## config.mk

```make
export PLATFORM = sky130hd
export DESIGN_NAME = uart_tx_mmio
export DESIGN_NICKNAME = d
export VERILOG_FILES = /design/src/rtl/uart_pkg.sv /design/src/rtl/byte_fifo.sv /design/src/rtl/uart_tx_mmio.sv
export SDC_FILE = /design/constraint.sdc
export NUM_CORES = 1
export LEC_CHECK = 0
export CORE_MARGIN = 5
export CORE_UTILIZATION = 44
export CTS_CLUSTER_DIAMETER = 30
export DETAILED_ROUTE_END_ITERATION = 12
export GPL_ROUTABILITY_DRIVEN = 0
export GPL_TIMING_DRIVEN = 0
export HOLD_SLACK_MARGIN = 0.15
export PLACE_DENSITY = 0.74
export SLEW_MARGIN = 10
export SYNTH_ARGS = -nofsm -noshare
export SYNTH_HDL_FRONTEND = slang
export SYNTH_SLANG_ARGS = --single-unit
```

## constraint.sdc

```tcl
create_clock -name clk -period 3.2 [get_ports clk]
set_input_delay 0.64 -clock clk [delete_from_list [all_inputs] [get_ports clk]]
set_output_delay 0.64 -clock clk [all_outputs]
set_load 0.005 [all_outputs]
```

## src/rtl/uart_pkg.sv

```systemverilog
// ============================================================================
// Module  : uart_pkg
// Brief   : Shared FSM state encoding and register map for the UART TX block.
// Rev     : 1.0
// ============================================================================
`default_nettype none

package uart_pkg;

    typedef enum logic [1:0] {
        ST_IDLE  = 2'd0,
        ST_START = 2'd1,
        ST_DATA  = 2'd2,
        ST_STOP  = 2'd3
    } tx_state_e;

    localparam logic [31:0] REG_DATA    = 32'h0000_0000;
    localparam logic [31:0] REG_STATUS  = 32'h0000_0004;
    localparam int unsigned REG_SEL_BIT = 2;

    function automatic logic [31:0] status_word(input logic ovf, input logic empty,
                                                input logic full, input logic busy);
        return {28'b0, ovf, empty, full, busy};
    endfunction

endpackage

`default_nettype wire

```

## src/rtl/byte_fifo.sv

```systemverilog
// ============================================================================
// Module  : byte_fifo
// Brief   : Power-of-two byte FIFO with occupancy count; read data is the head.
// Rev     : 1.0
// ============================================================================
`default_nettype none

module byte_fifo #(
    parameter int DEPTH = 4
) (
    input  logic                     clk,
    input  logic                     rst,
    input  logic                     push,
    input  logic                     pop,
    input  logic [7:0]               wr_data,
    output logic [7:0]               rd_data,
    output logic                     full,
    output logic                     empty,
    output logic [$clog2(DEPTH):0]   count
);

    localparam int AW = $clog2(DEPTH);
    localparam int CW = AW + 1;

    logic [7:0]    mem_q [DEPTH];
    logic [7:0]    mem_d [DEPTH];
    logic [AW-1:0] wr_ptr_q, wr_ptr_d;
    logic [AW-1:0] rd_ptr_q, rd_ptr_d;
    logic [CW-1:0] count_q, count_d;
    logic          push_ok;
    logic          pop_ok;

    assign full    = (count_q == CW'(DEPTH));
    assign empty   = (count_q == '0);
    assign count   = count_q;
    assign rd_data = mem_q[rd_ptr_q];

    // A push into a full FIFO is still legal when the head leaves the same cycle.
    assign push_ok = push & (~full | pop);
    assign pop_ok  = pop & ~empty;

    always_comb begin
        mem_d    = mem_q;
        wr_ptr_d = wr_ptr_q;
        rd_ptr_d = rd_ptr_q;
        count_d  = count_q;
        if (push_ok) begin
            mem_d[wr_ptr_q] = wr_data;
            wr_ptr_d        = wr_ptr_q + 1'b1;
        end
        if (pop_ok) begin
            rd_ptr_d = rd_ptr_q + 1'b1;
        end
        case ({push_ok, pop_ok})
            2'b10:   count_d = count_q + 1'b1;
            2'b01:   count_d = count_q - 1'b1;
            default: count_d = count_q;
        endcase
    end

    always_ff @(posedge clk) begin
        mem_q <= mem_d;
    end

    always_ff @(posedge clk) begin
        if (rst) begin
            wr_ptr_q <= '0;
            rd_ptr_q <= '0;
            count_q  <= '0;
        end else begin
            wr_ptr_q <= wr_ptr_d;
            rd_ptr_q <= rd_ptr_d;
            count_q  <= count_d;
        end
    end

endmodule

`default_nettype wire

```

## src/rtl/uart_tx_mmio.sv

```systemverilog
// ============================================================================
// Module  : uart_tx_mmio
// Brief   : Memory-mapped 8N1 UART transmitter with a byte FIFO and status reg.
// Rev     : 1.0
// ============================================================================
`default_nettype none

module uart_tx_mmio
    import uart_pkg::*;
#(
    parameter int CLKS_PER_BIT = 4,
    parameter int FIFO_DEPTH   = 4
) (
    input  logic        clk,
    input  logic        rst,
    input  logic        sel,
    input  logic [31:0] mem_addr,
    input  logic [31:0] mem_wdata,
    input  logic [3:0]  mem_wmask,
    input  logic        mem_rstrb,
    output logic [31:0] mem_rdata,
    output logic        tx
);

    localparam int          CW        = $clog2(FIFO_DEPTH) + 1;
    localparam logic [15:0] BAUD_LAST = 16'(CLKS_PER_BIT - 1);

    tx_state_e   state_q, state_d;
    logic [15:0] baud_q, baud_d;
    logic [2:0]  bit_q, bit_d;
    logic [7:0]  shift_q, shift_d;
    logic        tx_q, tx_d;
    logic        ovf_q, ovf_d;
    logic [31:0] rdata_q, rdata_d;

    logic          fifo_push, fifo_pop, fifo_full, fifo_empty;
    logic [7:0]    fifo_rd_data;
    logic [CW-1:0] fifo_count;

    logic wr_hit, rd_hit, status_sel, at_cap, baud_end, busy;
    logic unused_bits;

    assign unused_bits = ^{mem_addr[31:REG_SEL_BIT+1], mem_addr[REG_SEL_BIT-1:0],
                           mem_wdata[31:8], mem_wmask[3:1]};

    assign status_sel = mem_addr[REG_SEL_BIT];
    assign wr_hit     = sel & ~status_sel & mem_wmask[0];
    assign rd_hit     = sel & mem_rstrb;
    assign busy       = (state_q != ST_IDLE);
    assign baud_end   = (baud_q == BAUD_LAST);
    assign at_cap     = (fifo_count == CW'(FIFO_DEPTH)) & ~fifo_pop;
    assign fifo_push  = wr_hit & ~at_cap;

    byte_fifo #(
        .DEPTH   (FIFO_DEPTH)
    ) u_fifo (
        .clk     (clk),
        .rst     (rst),
        .push    (fifo_push),
        .pop     (fifo_pop),
        .wr_data (mem_wdata[7:0]),
        .rd_data (fifo_rd_data),
        .full    (fifo_full),
        .empty   (fifo_empty),
        .count   (fifo_count)
    );

    always_comb begin
        rdata_d = rdata_q;
        if (rd_hit) begin
            rdata_d = status_sel ? status_word(ovf_q, fifo_empty, fifo_full, busy) : '0;
        end
        // A fresh overflow outranks the clear-on-read of the same cycle.
        ovf_d = (wr_hit & at_cap) | (ovf_q & ~(rd_hit & status_sel));
    end

    always_comb begin
        state_d  = state_q;
        baud_d   = baud_q;
        bit_d    = bit_q;
        shift_d  = shift_q;
        tx_d     = tx_q;
        fifo_pop = 1'b0;
        case (state_q)
            ST_IDLE: begin
                tx_d = 1'b1;
                if (!fifo_empty) begin
                    fifo_pop = 1'b1;
                    shift_d  = fifo_rd_data;
                    baud_d   = '0;
                    tx_d     = 1'b0;
                    state_d  = ST_START;
                end
            end
            ST_START: begin
                if (baud_end) begin
                    baud_d  = '0;
                    bit_d   = '0;
                    tx_d    = shift_q[0];
                    state_d = ST_DATA;
                end else begin
                    baud_d = baud_q + 16'd1;
                end
            end
            ST_DATA: begin
                if (baud_end) begin
                    baud_d = '0;
                    if (bit_q == 3'd7) begin
                        tx_d    = 1'b1;
                        state_d = ST_STOP;
                    end else begin
                        bit_d   = bit_q + 3'd1;
                        shift_d = {1'b0, shift_q[7:1]};
                        tx_d    = shift_q[1];
                    end
                end else begin
                    baud_d = baud_q + 16'd1;
                end
            end
            ST_STOP: begin
                if (baud_end) begin
                    baud_d  = '0;
                    state_d = ST_IDLE;
                end else begin
                    baud_d = baud_q + 16'd1;
                end
            end
            default: state_d = ST_IDLE;
        endcase
    end

    always_ff @(posedge clk) begin
        if (rst) begin
            state_q <= ST_IDLE;
            baud_q  <= '0;
            bit_q   <= '0;
            shift_q <= '0;
            tx_q    <= 1'b1;
            ovf_q   <= 1'b0;
            rdata_q <= '0;
        end else begin
            state_q <= state_d;
            baud_q  <= baud_d;
            bit_q   <= bit_d;
            shift_q <= shift_d;
            tx_q    <= tx_d;
            ovf_q   <= ovf_d;
            rdata_q <= rdata_d;
        end
    end

    assign tx        = tx_q;
    assign mem_rdata = rdata_q;

endmodule

`default_nettype wire

```

==> impl_metrics.env <==
export IMPL_status="completed"
export IMPL_grt_total_usage=0.141
export IMPL_mostFrequentLayoutCells="42 x dfxtp_1, 32 x edfxtp_1, 29 x nand2_1"
export IMPL_cts_hold_buf=0
export IMPL_via_per_inst=5.21
export IMPL_synth_seq_cells=74
export IMPL_cp_max_fo=10
export IMPL_synth_cells=349
export IMPL_p_per_area_nw_per_um2=680
export IMPL_cts_inserted_buffers=9
export IMPL_critical_path_max_stage_delay_ps=430
export IMPL_finalHoldViolCount=0
export IMPL_grt_pass1_vias=2473
export IMPL_place_inst=501
export IMPL_grt_overflow=0
export IMPL_fin_cells=517
export IMPL_finalNetCount=489
export IMPL_clk_latency_ps=350
export IMPL_die_h_um=103
export IMPL_timing_fmax_mhz=365
export IMPL_crit_path_cell_trace="inv_1 > ha_1 > clkbuf_1 > nand2_2 > inv_1 > ha_1 > inv_1 > fa_1 > xor2_1 > or3_1 > a21oi_1"
export IMPL_holdWs_ps=456
export IMPL_nFillCells=756
export IMPL_drive_gt1_frac=0.186
export IMPL_post_cts_resize_count=0
export IMPL_arrival_ps=3020
export IMPL_clock_sinks=74
export IMPL_drc=0
export IMPL_required_ps=3480
export IMPL_tns_ps=0
export IMPL_start_util=0.445
export IMPL_clockRootBuffer="clkbuf_8"
export IMPL_yosysTopAreaCellShare=0.251
export IMPL_area_delta_synth_final_pct=15.4
export IMPL_grt_pass1_wl_mm=11.7
export IMPL_synth_cell_types=59
export IMPL_wire_per_inst_um=13.8
export IMPL_yosysTopAreaCell="edfxtp_1"
export IMPL_cp_end_kind="flop"
export IMPL_path_class="reg -> reg"
export IMPL_max_clock_path_buffers=2
export IMPL_max_cap_violations=0
export IMPL_startpoint_type="flop"
export IMPL_placed_area_um2=4230
export IMPL_yosysWarnings=0
export IMPL_rsz0062_at_grt="false"
export IMPL_synth_flop_cell="dfxtp_1"
export IMPL_n_antenna_cell=0
export IMPL_crit_slowest_cell="clkbuf_1"
export IMPL_cts_tree="done"
export IMPL_grt_max_degree=16
export IMPL_worst_slew_pin_slew_ps=573
export IMPL_clk_pin_slew_worst_paths_ps=90
export IMPL_crit_top_cell="inv_1"
export IMPL_period_needed_ps=2740
export IMPL_layout_commonest_cell="dfxtp_1"
export IMPL_postCtsSetupBuffers=0
export IMPL_relSlewSlack=0.618
export IMPL_met2_usage=0.236
export IMPL_leakagePower_nw=1.68
export IMPL_setup_viol=0
export IMPL_top_usage_layer="met2"
export IMPL_post_route_period_util=0.856
export IMPL_die_x_um=103
export IMPL_max_vdd_ir_drop_uv=353
export IMPL_syn_avg_cell_area_um2=11.0
export IMPL_dp_hpwl_mm=5.18
export IMPL_hold_path_class="reg -> reg"
export IMPL_dieArea_um2=10700
export IMPL_antenna_found_initial=0
export IMPL_ioPinCount=105
export IMPL_htree_levels=3
export IMPL_synthArstFlopShare=0
export IMPL_skew_ps=12.5
export IMPL_synthTopCellsByArea="edfxtp_1 25%, dfxtp_1 22%, buf_4 5.5%"
export IMPL_met1_usage=0.174
export IMPL_stdcell_area_um2=4420
export IMPL_yosysSeqAreaShare=0.471
export IMPL_drt_wl_total_mm=7.16
export IMPL_syn_area_um2=3830
export IMPL_post_route_util=0.514
export IMPL_drt_pass1_iterations=5
export IMPL_port_buffers=17
export IMPL_synth_edf_count=32
export IMPL_antenna_left=0
export IMPL_gr_usage_met3=0.0396
export IMPL_vias=2694
export IMPL_drt_iter0_drc=132
export IMPL_core_area_um2=8590
export IMPL_rows=34
export IMPL_slew_violations=0
[stage by stage]
stage          power, mW  setup WS (ps)
2_1_floorplan       2.09            754
3_3_place_gp        2.30            513
3_5_place_dp        2.34            443
4_1_cts             3.02            451
5_1_grt             3.19            242
6_report            3.00            460
[Yosys cell counts, types with 5 or more instances]
cell	n
dfxtp_1	42
inv_1	12
mux4_2	8
nand2_1	29
nand3_1	10
a31oi_1	10
clkbuf_1	7
buf_4	28
ha_1	12
a21oi_1	19
and2_1	6
nor2_1	22
o21ai_0	5
nor2b_1	7
mux2i_1	5
edfxtp_1	32
xor2_1	5
mux2_4	7
nand4_1	7
[registers in the layout (all words and copies together), names as in the netlist]
signal	flops
u_fifo.mem_q	32
u_fifo.rd_ptr_q	2
bit_q	3
state_q	2
u_fifo.wr_ptr_q	2
baud_q	16
tx	1
mem_rdata	4
u_fifo.count	3
ovf_q	1
shift_q	8
[layer usage]
layer / wire length (um) / up-vias
li1: - / 1350
met1: 3180 / 1262
met2: 3450 / 72
met3: 437 / 10
met4: 93 / 0
met5: 0 / -
[where the power goes]
part	internal (mW)	switching, mW
Clock	0.295	0.380
Combinational	0.519	0.621
Sequential	1.09	0.0937
Total	1.91	1.10
[final cells by class]
| type | count | area, um^2 | share of cell area |
|---|---|---|---|
| well taps | 108 | 135 | 0.0306 |
| repair buffers | 17 | 170 | 0.0385 |
| multi-input cells | 246 | 1800 | 0.407 |
| flip-flops and latches | 74 | 1800 | 0.408 |
| clock inverters | 7 | 58.8 | 0.0133 |
| inverters | 14 | 52.6 | 0.0119 |
| plain buffers | 42 | 275 | 0.0623 |
| clock buffers | 9 | 124 | 0.0281 |
[worst max-delay path: cells and delay by family (launching register included)]
family / cells / cell delay [ps]
AO/OA/AOI/OAI: 1 / 140
adder cells (fa/ha/maj): 3 / 810
XOR/XNOR: 1 / 150
buffers and inverters: 4 / 720
AND/OR/NAND/NOR: 2 / 510
flip-flops: 1 / 340
[final timing paths]
check,from,end,slack (ps),cells past startpoint
hold reg to reg,mem_rdata[3],mem_rdata[3],460,2
setup / recovery,state_q[0],u_fifo.count[2],460,11
setup reg to reg,state_q[0],u_fifo.count[2],460,11
hold / removal,mem_rdata[3],mem_rdata[3],460,2
[cells by family (layout without fill, tap and decap cells)]
logic type	Yosys count	in the layout	synth area share
other	1	28	0.000980
multiplexers	20	20	0.0876
flip-flops	74	74	0.471
XOR/XNOR	7	7	0.0160
AO/OA/AOI/OAI	61	61	0.113
adder cells (fa/ha/maj)	13	13	0.0445
AND/OR/NAND/NOR	117	117	0.181
buffers and inverters	56	89	0.0857
Note: power is estimated with default switching activity, not from simulation.
